### config.mk
export PLATFORM = sky130hd
export DESIGN_NAME = uart_tx_arbiter
export DESIGN_NICKNAME = d
export VERILOG_FILES = /design/src/rtl/uart_tx_arbiter_pkg.sv /design/src/rtl/uart_tx_arbiter_rr_arbiter.sv /design/src/rtl/uart_tx_arbiter.sv
export SDC_FILE = /design/constraint.sdc
export NUM_CORES = 1
export LEC_CHECK = 0
export BUFFER_PORTS_ARGS = -buffer_cell sky130_fd_sc_hd__buf_2
export CELL_PAD_IN_SITES_DETAIL_PLACEMENT = 1
export CELL_PAD_IN_SITES_GLOBAL_PLACEMENT = 2
export CORE_UTILIZATION = 30
export DETAILED_ROUTE_END_ITERATION = 10
export GPL_ROUTABILITY_DRIVEN = 0
export PLACE_DENSITY_LB_ADDON = 0.1
export SETUP_SLACK_MARGIN = 0.02
export SLEW_MARGIN = 10
export SYNTH_ARGS = -nofsm -noshare
export SYNTH_HDL_FRONTEND = slang
export SYNTH_HIERARCHICAL = 1
export SYNTH_SLANG_ARGS = --single-unit
### constraint.sdc
create_clock -name clk -period 2.9 [get_ports clk]
set_input_delay 0.435 -clock clk [delete_from_list [all_inputs] [get_ports clk]]
set_output_delay 0.435 -clock clk [all_outputs]
set_load 0.01 [all_outputs]
### src/rtl/uart_tx_arbiter_pkg.sv
// uart_tx_arbiter_pkg
// Shared definitions for the UART transmit arbiter:
//   state_t            FSM state encoding (3 bits)
//   DEF_*              default parameter values for the arbiter
//   idx_width()        width of a requester index (at least 1 bit)
//   wrap_inc()         round-robin pointer step with explicit wrap-around
package uart_tx_arbiter_pkg;

  typedef enum logic [2:0] {
    IDLE    = 3'd0,
    START   = 3'd1,
    WAIT_HI = 3'd2,
    WAIT_LO = 3'd3,
    HOLD    = 3'd4
  } state_t;

  localparam int DEF_NUM_REQ       = 4;
  localparam int DEF_DATA_W        = 8;
  localparam int DEF_START_TIMEOUT = 7;

  function automatic int idx_width(input int n);
    return (n > 1) ? $clog2(n) : 1;
  endfunction

  // Wrap is done by comparison so non-power-of-2 requester counts never
  // land on an index that does not exist.
  function automatic int wrap_inc(input int idx, input int n);
    if (idx >= n - 1) return 0;
    return idx + 1;
  endfunction

endpackage

### src/rtl/uart_tx_arbiter_rr_arbiter.sv
// rr_arbiter
// Purely combinational round-robin priority search. The first asserted
// request at or above ptr (wrapping past the top) wins.
// Ports:
//   req      in   NUM_REQ   request vector
//   ptr      in   GW        index that has highest priority this time
//   grant    out  NUM_REQ   one-hot winner (zero when nothing requests)
//   idx      out  GW        binary index of the winner
//   any_req  out  1         at least one request is asserted
module rr_arbiter
  import uart_tx_arbiter_pkg::*;
#(
  parameter  int NUM_REQ = DEF_NUM_REQ,
  localparam int GW      = idx_width(NUM_REQ)
) (
  input  logic [NUM_REQ-1:0] req,
  input  logic [GW-1:0]      ptr,
  output logic [NUM_REQ-1:0] grant,
  output logic [GW-1:0]      idx,
  output logic               any_req
);

  // Walk the requesters starting at ptr; the found flag freezes the
  // first hit so later candidates cannot overwrite it.
  always_comb begin : search
    int   pos;
    logic found;
    grant = '0;
    idx   = '0;
    found = 1'b0;
    pos   = 0;
    for (int i = 0; i < NUM_REQ; i++) begin
      pos = int'(ptr) + i;
      if (pos >= NUM_REQ) pos = pos - NUM_REQ;
      if (!found && req[pos[GW-1:0]]) begin
        found            = 1'b1;
        grant[pos[GW-1:0]] = 1'b1;
        idx              = pos[GW-1:0];
      end
    end
  end

  assign any_req = |req;

endmodule

### src/rtl/uart_tx_arbiter.sv
// uart_tx_arbiter
// Shares one UART byte transmitter among NUM_REQ requesters with
// round-robin arbitration. A requester keeps the line for a multi-byte
// packet until it presents a byte with req_last set. Each byte is issued
// with a one-cycle tx_start and the transmitter's busy is followed through
// a full low->high->low frame before the next byte goes out.
// Ports:
//   clk, reset    clock, asynchronous active-high reset
//   req_valid     per-requester byte valid
//   req_data      per-requester byte, requester i at [i*DATA_W +: DATA_W]
//   req_last      byte closes its packet and releases the lock
//   req_ready     byte accepted this cycle (one-hot or zero)
//   tx_start      one-cycle start pulse to the transmitter
//   tx_data       byte to the transmitter, valid while tx_start=1
//   tx_busy       transmitter busy
//   grant_id      current or most recent granted requester
//   active        a packet is in progress
//   err_timeout   one-cycle pulse when busy never rose after a start
module uart_tx_arbiter
  import uart_tx_arbiter_pkg::*;
#(
  parameter  int NUM_REQ       = DEF_NUM_REQ,
  parameter  int DATA_W        = DEF_DATA_W,
  parameter  int START_TIMEOUT = DEF_START_TIMEOUT,
  localparam int GW            = idx_width(NUM_REQ)
) (
  input  logic                      clk,
  input  logic                      reset,
  input  logic [NUM_REQ-1:0]        req_valid,
  input  logic [NUM_REQ*DATA_W-1:0] req_data,
  input  logic [NUM_REQ-1:0]        req_last,
  output logic [NUM_REQ-1:0]        req_ready,
  output logic                      tx_start,
  output logic [DATA_W-1:0]         tx_data,
  input  logic                      tx_busy,
  output logic [GW-1:0]             grant_id,
  output logic                      active,
  output logic                      err_timeout
);

  localparam int TW = $clog2(START_TIMEOUT + 1);

  state_t              state;
  logic [GW-1:0]       rr_ptr;
  logic                last_q;
  logic [TW-1:0]       timeout_cnt;
  logic [NUM_REQ-1:0]  arb_grant;
  logic [GW-1:0]       arb_idx;
  logic                arb_any;
  logic [GW-1:0]       next_ptr;
  logic [NUM_REQ-1:0]  held_onehot;
  logic [DATA_W-1:0]   lane [NUM_REQ];

  for (genvar g = 0; g < NUM_REQ; g++) begin : g_lane
    assign lane[g] = req_data[g*DATA_W +: DATA_W];
  end

  rr_arbiter #(.NUM_REQ(NUM_REQ)) u_rr (
    .req     (req_valid),
    .ptr     (rr_ptr),
    .grant   (arb_grant),
    .idx     (arb_idx),
    .any_req (arb_any)
  );

  assign next_ptr    = GW'(wrap_inc(int'(grant_id), NUM_REQ));
  assign held_onehot = {{(NUM_REQ-1){1'b0}}, 1'b1} << grant_id;

  // Main FSM. Outputs are registered here and set on the edge that enters
  // START, so tx_start, tx_data and req_ready are all high together for
  // exactly the START cycle. The timeout counter starts at 1 because the
  // START cycle already counts as one elapsed cycle; err_timeout therefore
  // lands START_TIMEOUT cycles after the start pulse. A busy seen in the
  // final WAIT_HI cycle wins over the timeout.
  always_ff @(posedge clk or posedge reset) begin
    if (reset) begin
      state       <= IDLE;
      rr_ptr      <= '0;
      grant_id    <= '0;
      last_q      <= 1'b0;
      timeout_cnt <= '0;
      req_ready   <= '0;
      tx_start    <= 1'b0;
      tx_data     <= '0;
      active      <= 1'b0;
      err_timeout <= 1'b0;
    end else begin
      req_ready   <= '0;
      tx_start    <= 1'b0;
      tx_data     <= '0;
      err_timeout <= 1'b0;
      case (state)
        IDLE: begin
          if (arb_any && !tx_busy) begin
            grant_id  <= arb_idx;
            req_ready <= arb_grant;
            tx_start  <= 1'b1;
            tx_data   <= lane[arb_idx];
            active    <= 1'b1;
            state     <= START;
          end
        end
        START: begin
          last_q      <= req_last[grant_id];
          timeout_cnt <= TW'(1);
          state       <= WAIT_HI;
        end
        WAIT_HI: begin
          if (tx_busy) begin
            state <= WAIT_LO;
          end else if (timeout_cnt == TW'(START_TIMEOUT - 1)) begin
            err_timeout <= 1'b1;
            rr_ptr      <= next_ptr;
            active      <= 1'b0;
            state       <= IDLE;
          end else begin
            timeout_cnt <= timeout_cnt + TW'(1);
          end
        end
        WAIT_LO: begin
          if (!tx_busy) begin
            if (last_q) begin
              rr_ptr <= next_ptr;
              active <= 1'b0;
              state  <= IDLE;
            end else begin
              state <= HOLD;
            end
          end
        end
        HOLD: begin
          if (req_valid[grant_id]) begin
            req_ready <= held_onehot;
            tx_start  <= 1'b1;
            tx_data   <= lane[grant_id];
            state     <= START;
          end
        end
        default: begin
          active <= 1'b0;
          state  <= IDLE;
        end
      endcase
    end
  end

endmodule

## Word-level counts from Yosys, hierarchy flattened

Cells that the tools add are included.

| word-level totals | value |
|---|---|
| bits in registers | 26 |
| bits in latches | 0 |
| memory bits (writable) | 0 |
| memory bits (read-only) | 0 |
| input port bits | 43 |
| output and inout port bits | 17 |
| word-level logic and storage cells | 153 |
| memories kept | 0 |

| operators by class | value |
|---|---|
| add/sub/neg operators | 9 |
| multipliers | 0 |
| divide/modulo/power cells | 0 |
| order comparisons | 16 |
| equal/unequal tests | 13 |
| shift-type cells | 1 |
| mux-type cells | 76 |
| bitwise gates (word level) | 6 |
| reduce and logical (&&, ||, !) cells | 22 |

Operators by type and width:

| cell | number |
|---|---|
| 2-to-1 mux 8 bit | 6 |
| binary-select mux 8 bit (select 2 bit) | 2 |
| 2-to-1 mux 2 bit | 13 |
| 2-to-1 mux 1 bit | 24 |
| 2-to-1 mux 3 bit | 8 |
| 2-to-1 mux 4 bit | 6 |
| one-hot mux 8 bit (2 select lines) | 1 |
| greater-or-equal comparator 3 bit, second input constant | 5 |
| less-than comparator 2 x 3 -> 1 bit, second input constant | 5 |
| one-hot mux 3 bit (5 select lines) | 1 |
| != test 2 bit, second input constant | 7 |
| binary-select mux 1 bit (select 2 bit) | 6 |
| OR 4 bit | 3 |
| demux 1 bit (select 2 bit) | 4 |
| greater-or-equal comparator 2 x 1 -> 1 bit, second input constant | 4 |
| logical AND 1 bit | 8 |
| one-hot mux 4 bit (2 select lines) | 1 |
| subtractor 2 x 1 -> 2 bit, second input constant | 4 |
| adder 2 x 2 -> 3 bit, second input constant | 2 |
| == test 3 x 2 -> 1 bit, second input constant | 2 |
| == test 3 bit, second input constant | 2 |
| NOT 2 -> 3 bit | 2 |
| one-hot mux 3 bit (2 select lines) | 1 |
| AND reduction 6 bit | 1 |
| 21 further kinds | 25 |

## Longest topological paths before layout

| logic depth | value |
|---|---|
| depth in word-level cells | 20 |
| mapped depth | 10 |
| mapped depth without buffers | 8 |

## Cells and area by module

The synthesis kept the hierarchy.

Modules (own cells, without submodules):

| module | times used | cells each | area each (um2) | seq. area each (um2) |
|---|---|---|---|---|
| uart_tx_arbiter | 1 | 115 | 1597.8 | 650.6 |
| rr_arbiter | 1 | 49 | 411.6 | 0.0 |

## Worst setup path after synthesis

OpenSTA, ideal clock, no wires.

| timing path | value |
|---|---|
| path kind | reg2reg |
| start point | register rr_ptr[0] |
| end point | register tx_data[0] |
| setup time | 0.121 ns |
| data arrival time | 2.969 ns |
| data required time | 2.779 ns |
| slack | -0.190 ns |
| cell stages (with the launch flop) | 11 |
| path buffers | 2 |
| period minus slack after synthesis | 3.090 ns |
| path through | dfrtp_1 -> buf_2 -> inv_1 -> ha_1 -> mux4_2 -> nor2b_1 -> o21ai_0 -> o31ai_1 -> clkbuf_2 -> mux4_2 -> a22o_1 |

| between the ends | value |
|---|---|
| longest elaborated chain between the ends | 20 |
| elaborated cells on any way between the ends | 42 |
| classes of those cells | 7 x add/sub; 4 x order compare; 24 x mux; 1 x bitwise; 6 x reduce/logical |

Ends and longest elaborated chain:

| what | line | RTL |
|---|---|---|
| start: declaration | uart_tx_arbiter.sv:44 | `logic [GW-1:0] rr_ptr;` |
| start signal: assignment | uart_tx_arbiter.sv:113 | `rr_ptr <= next_ptr;` |
| start signal: assignment | uart_tx_arbiter.sv:123 | `rr_ptr <= next_ptr;` |
| parallel branches: the longest is 13 deep, another holds adder 2 x 1 -> 3 bit | - |  |
| 2-to-1 mux 2 bit (*) | uart_tx_arbiter_rr_arbiter.sv:35 | `if (!found && req[pos[GW-1:0]]) begin` |
| net arb_idx[0] | uart_tx_arbiter.sv:48 | `logic [GW-1:0] arb_idx;` |
| NOT 2 -> 3 bit (implied by the code) (*) | uart_tx_arbiter.sv:98 | `tx_data <= lane[arb_idx];` |
| binary-select mux 8 bit (select 2 bit) (*) | uart_tx_arbiter.sv:98 |  |
| 2-to-1 mux 8 bit (implied by the code) (*) (2 in series) | uart_tx_arbiter.sv:98 |  |
| 2-to-1 mux 8 bit (*) | uart_tx_arbiter.sv:94 | `if (arb_any && !tx_busy) begin` |
| one-hot mux 8 bit (2 select lines) (*) | uart_tx_arbiter.sv:92 | `case (state)` |
| end signal: assignment | uart_tx_arbiter.sv:98 |  |
| end signal: assignment | uart_tx_arbiter.sv:135 | `tx_data <= lane[grant_id];` |
| end: declaration | uart_tx_arbiter.sv:34 | `output logic [DATA_W-1:0] tx_data,` |

Mark *: on every way through the listed nets, which the timed path passes. The select of a mux whose other input is x is not followed.
A chain may end at the register's enable or synchronous reset.

## Worst setup path in the final report

| timing path | value |
|---|---|
| start point | register rr_ptr[0] |
| end point | register tx_data[7] |

The elaborated chain is that of the path after synthesis.

==> results.md <==
* Power share of the sequential group at 0.243
* Top achievable clock speed at 0.364 GHz
* Post-Syn Instances at 164
* Layout cell share with drive strength beyond 1 at 0.466
* Setup Viol. Count Final at 0
* Crit path arrival time at 2.91 ns
* Width of the die at 83.8 um
* Synth cell types at 43
* Fin Hold WS at 0.231 ns
* CP Buf/Inv Count at 2
* Longest Clk Path Bufs at 2
* Critical Path Max Stage Delay at 0.68 ns
* Setup CP Type: register to register
* Worst Skew at 0.00326 ns
* Routed WL per cell at 18.0 um
* Sink Count at 26
* Largest net degree at the start of global routing at 18
* Kind of cell adding the most delay to the critical path: multiplexers
* Lkg Pwr at 0.00118 uW
* Die height at 83.8 um
* DP HPWL at 4480 um
* Synth top area cells: dfrtp_1 (32%), mux4_2 (22%), ha_1 (6.8%)
* YS warnings at 6
* Cell taking the most area after synthesis: dfrtp_1
* Combinational power share at 0.679
* Post-synth EDFFs at 0
* FP Rows at 29
* Synthesized area at 2010 um2
* CP max-delay cell: mux4_2
* Top cells by count, synth: dfrtp_1 (26), mux4_2 (20), a22o_1 (13), ha_1 (11), o21ai_0 (11)
* Final critical-path required period at 2.75 ns
* Core Box Area at 6420 um2
* DRC viols at 8
* Main synth FF type: dfrtp_1
* CTS tree: built
* Initial Utilization at 0.313
* Congestion Overflow GR at 0
* Die area at 7030 um2
* Setup TNS at 0 ns
* Global-route wire length before repair at 9400 um
* Fin. max-slew vios at 0
* First-pass iteration count of the detailed router at 7
* Synth-to-Final Area Change at 26.2%
* Vias in the first global route at 1,862
* Reg2reg start: rr_ptr[0]$_DFFE_PP0P_
* Hold Fails Final Rpt at 0
* Gr usage total at 0.171
* Cells on worst reg2reg path at 6
* Fin crit share at 0.947
* WP depth at 6
* PD cells at 1070 nW/um2
* Starting DRT DRC Count at 53
* H-tree Lvls at 1
* Worst Path Required at 3.06 ns
* Worst-path cell chain: buf_4 > mux4_2 > o31ai_4 > buf_4 > mux4_2 > a22o_1
* Worst vdd ir at 0.404 mV
* Worst r2r dst: tx_data[7]$_DFF_PP0_
* Hold WC Path Type: input pin to asynchronous set/reset pin
* P_sw at 1120 uW
* Yosys top cell area share at 0.324
* Antenna violations before repair at 0
* Sw Ratio at 0.412
* Power Internal at 1590 uW
* Ant. Diodes at 0
* Final ANT Viol Nets at 0
* DR vias/cell at 5.50
* Clk slew on worst S/H paths at 0.09 ns
* Worst setup path start: rr_ptr[0]$_DFFE_PP0P_
* Max_slew headroom at 0.532
* Nature of the critical path startpoint: register
* Average size of a mapped cell at 12.3 um2
* CTS Buf Count at 3
* Final #Nets at 287
* Critical Path Sink: tx_data[7]$_DFF_PP0_
* Vias at 1,699
* Seq/Total Area, Yosys at 0.324
* Outcome: finished with violations
* Clk Latency, worst-skew pair at 0.27 ns
* Worst-Margin Slew at 0.702 ns
* Port bufs at 59
* Root buf cell: clkbuf_8
* Most frequent cell after synthesis: dfrtp_1
* Failing checks: design-rule violations
* Endpoint class of the critical path: register
* Internal reg-to-reg setup slack at 0.15 ns
* Worst Path Max Fanout at 12
* Post-synth ARST share at 1.00
* RSZ-0062 raised after global routing: no
* Total wire length at 5570 um
* Clock power frac at 0.078
* Syn nets at 218
* Seq cells post-synth at 26
* Max-cap violations at 0
* Io pins at 60
==> power groups by stage <==
stage / Sequential (uW) / Combinational [uW] / Clock, uW
finish: 656 / 1840 / 212
global route: 689 / 1980 / 236
CTS: 656 / 1850 / 222
detailed placement: 661 / 1790 / 0
global placement: 656 / 1710 / 0
floorplan: 644 / 1210 / 0
==> cells by family after synthesis <==
group | count (synthesis) | synth area share
flops | 26 | 0.324
mux | 30 | 0.293
buf+inv | 19 | 0.0473
fa+ha+maj | 11 | 0.0685
simple gates | 35 | 0.113
compound gates | 43 | 0.154
==> metrics by stage <==
step                      instance area (um2)  setup WS, ns  utilization  power (uW)  instances
after floorplan                          2020        0.0449            -        1850        164
after global placement                   2460        0.0908        0.383        2370        303
after detailed placement                 2460       0.00855        0.383        2450        303
after CTS                                2530        0.0470        0.394        2720        309
after global routing                     2530        0.0376        0.395        2910        309
final                                    2530         0.154        0.395        2700        309
==> worst reg2reg max path: cells and delay by family, from the launching register on <==
kind / cells / cell delay, ns
compound gates: 2 / 0.60
mux: 2 / 1.19
flops: 1 / 0.44
buf+inv: 2 / 0.41
==> routing by layer <==
| metal | part of all wire | GRT usage | vias up |
|---|---|---|---|
| met5 | 0 | 0 | - |
| met4 | 0.0090 | 0.0392 | 0 |
| met3 | 0.031 | 0.0188 | 4 |
| met2 | 0.52 | 0.311 | 41 |
| met1 | 0.44 | 0.218 | 870 |
| li1 | - | - | 784 |
==> sequential cells by signal, summed over array words and instances (netlist names) <==
register	flops
tx_data	8
req_ready	4
state	3
timeout_cnt	3
grant_id	2
rr_ptr	2
active	1
err_timeout	1
last_q	1
tx_start	1
==> worst min path at each step <==
stage,end,cells past startpoint
6_report,tx_data[0]$_DFF_PP0_,2
3_5_place_dp,timeout_cnt[0]$_DFFE_PP0P_,1
4_1_cts,req_ready[2]$_DFF_PP0_,2
5_1_grt,req_ready[2]$_DFF_PP0_,2
3_3_place_gp,timeout_cnt[0]$_DFFE_PP0P_,1
2_1_floorplan,active$_DFFE_PP0P_,1
==> timing repair <==
item                       in CTS  in global routing
gates resized for setup         1                  3
setup endpoints to repair       7                  8
gates cloned                    0                  0
hold buffers                    0                  0
setup buffers                   2                  0
==> final cells by class <==
class / instances / area (um2)
fillers: 732 / 3890
flip-flops and latches: 26 / 653
well taps: 77 / 96.3
repair buffers: 75 / 428
multi-input cells: 119 / 1280
inverters: 8 / 30.0
clock buffers: 4 / 45.0
==> placed cells by master (no fill, tap or decap), types with 8 or more instances in the layout <==
cell     instances
mux4_2          20
a22o_1          13
buf_4           15
inv_1            8
a22oi_1          8
o21ai_0         10
ha_1            10
nor2_1          10
buf_2           59
dfrtp_1         24
No activity file was read; power rests on OpenSTA's default activity.
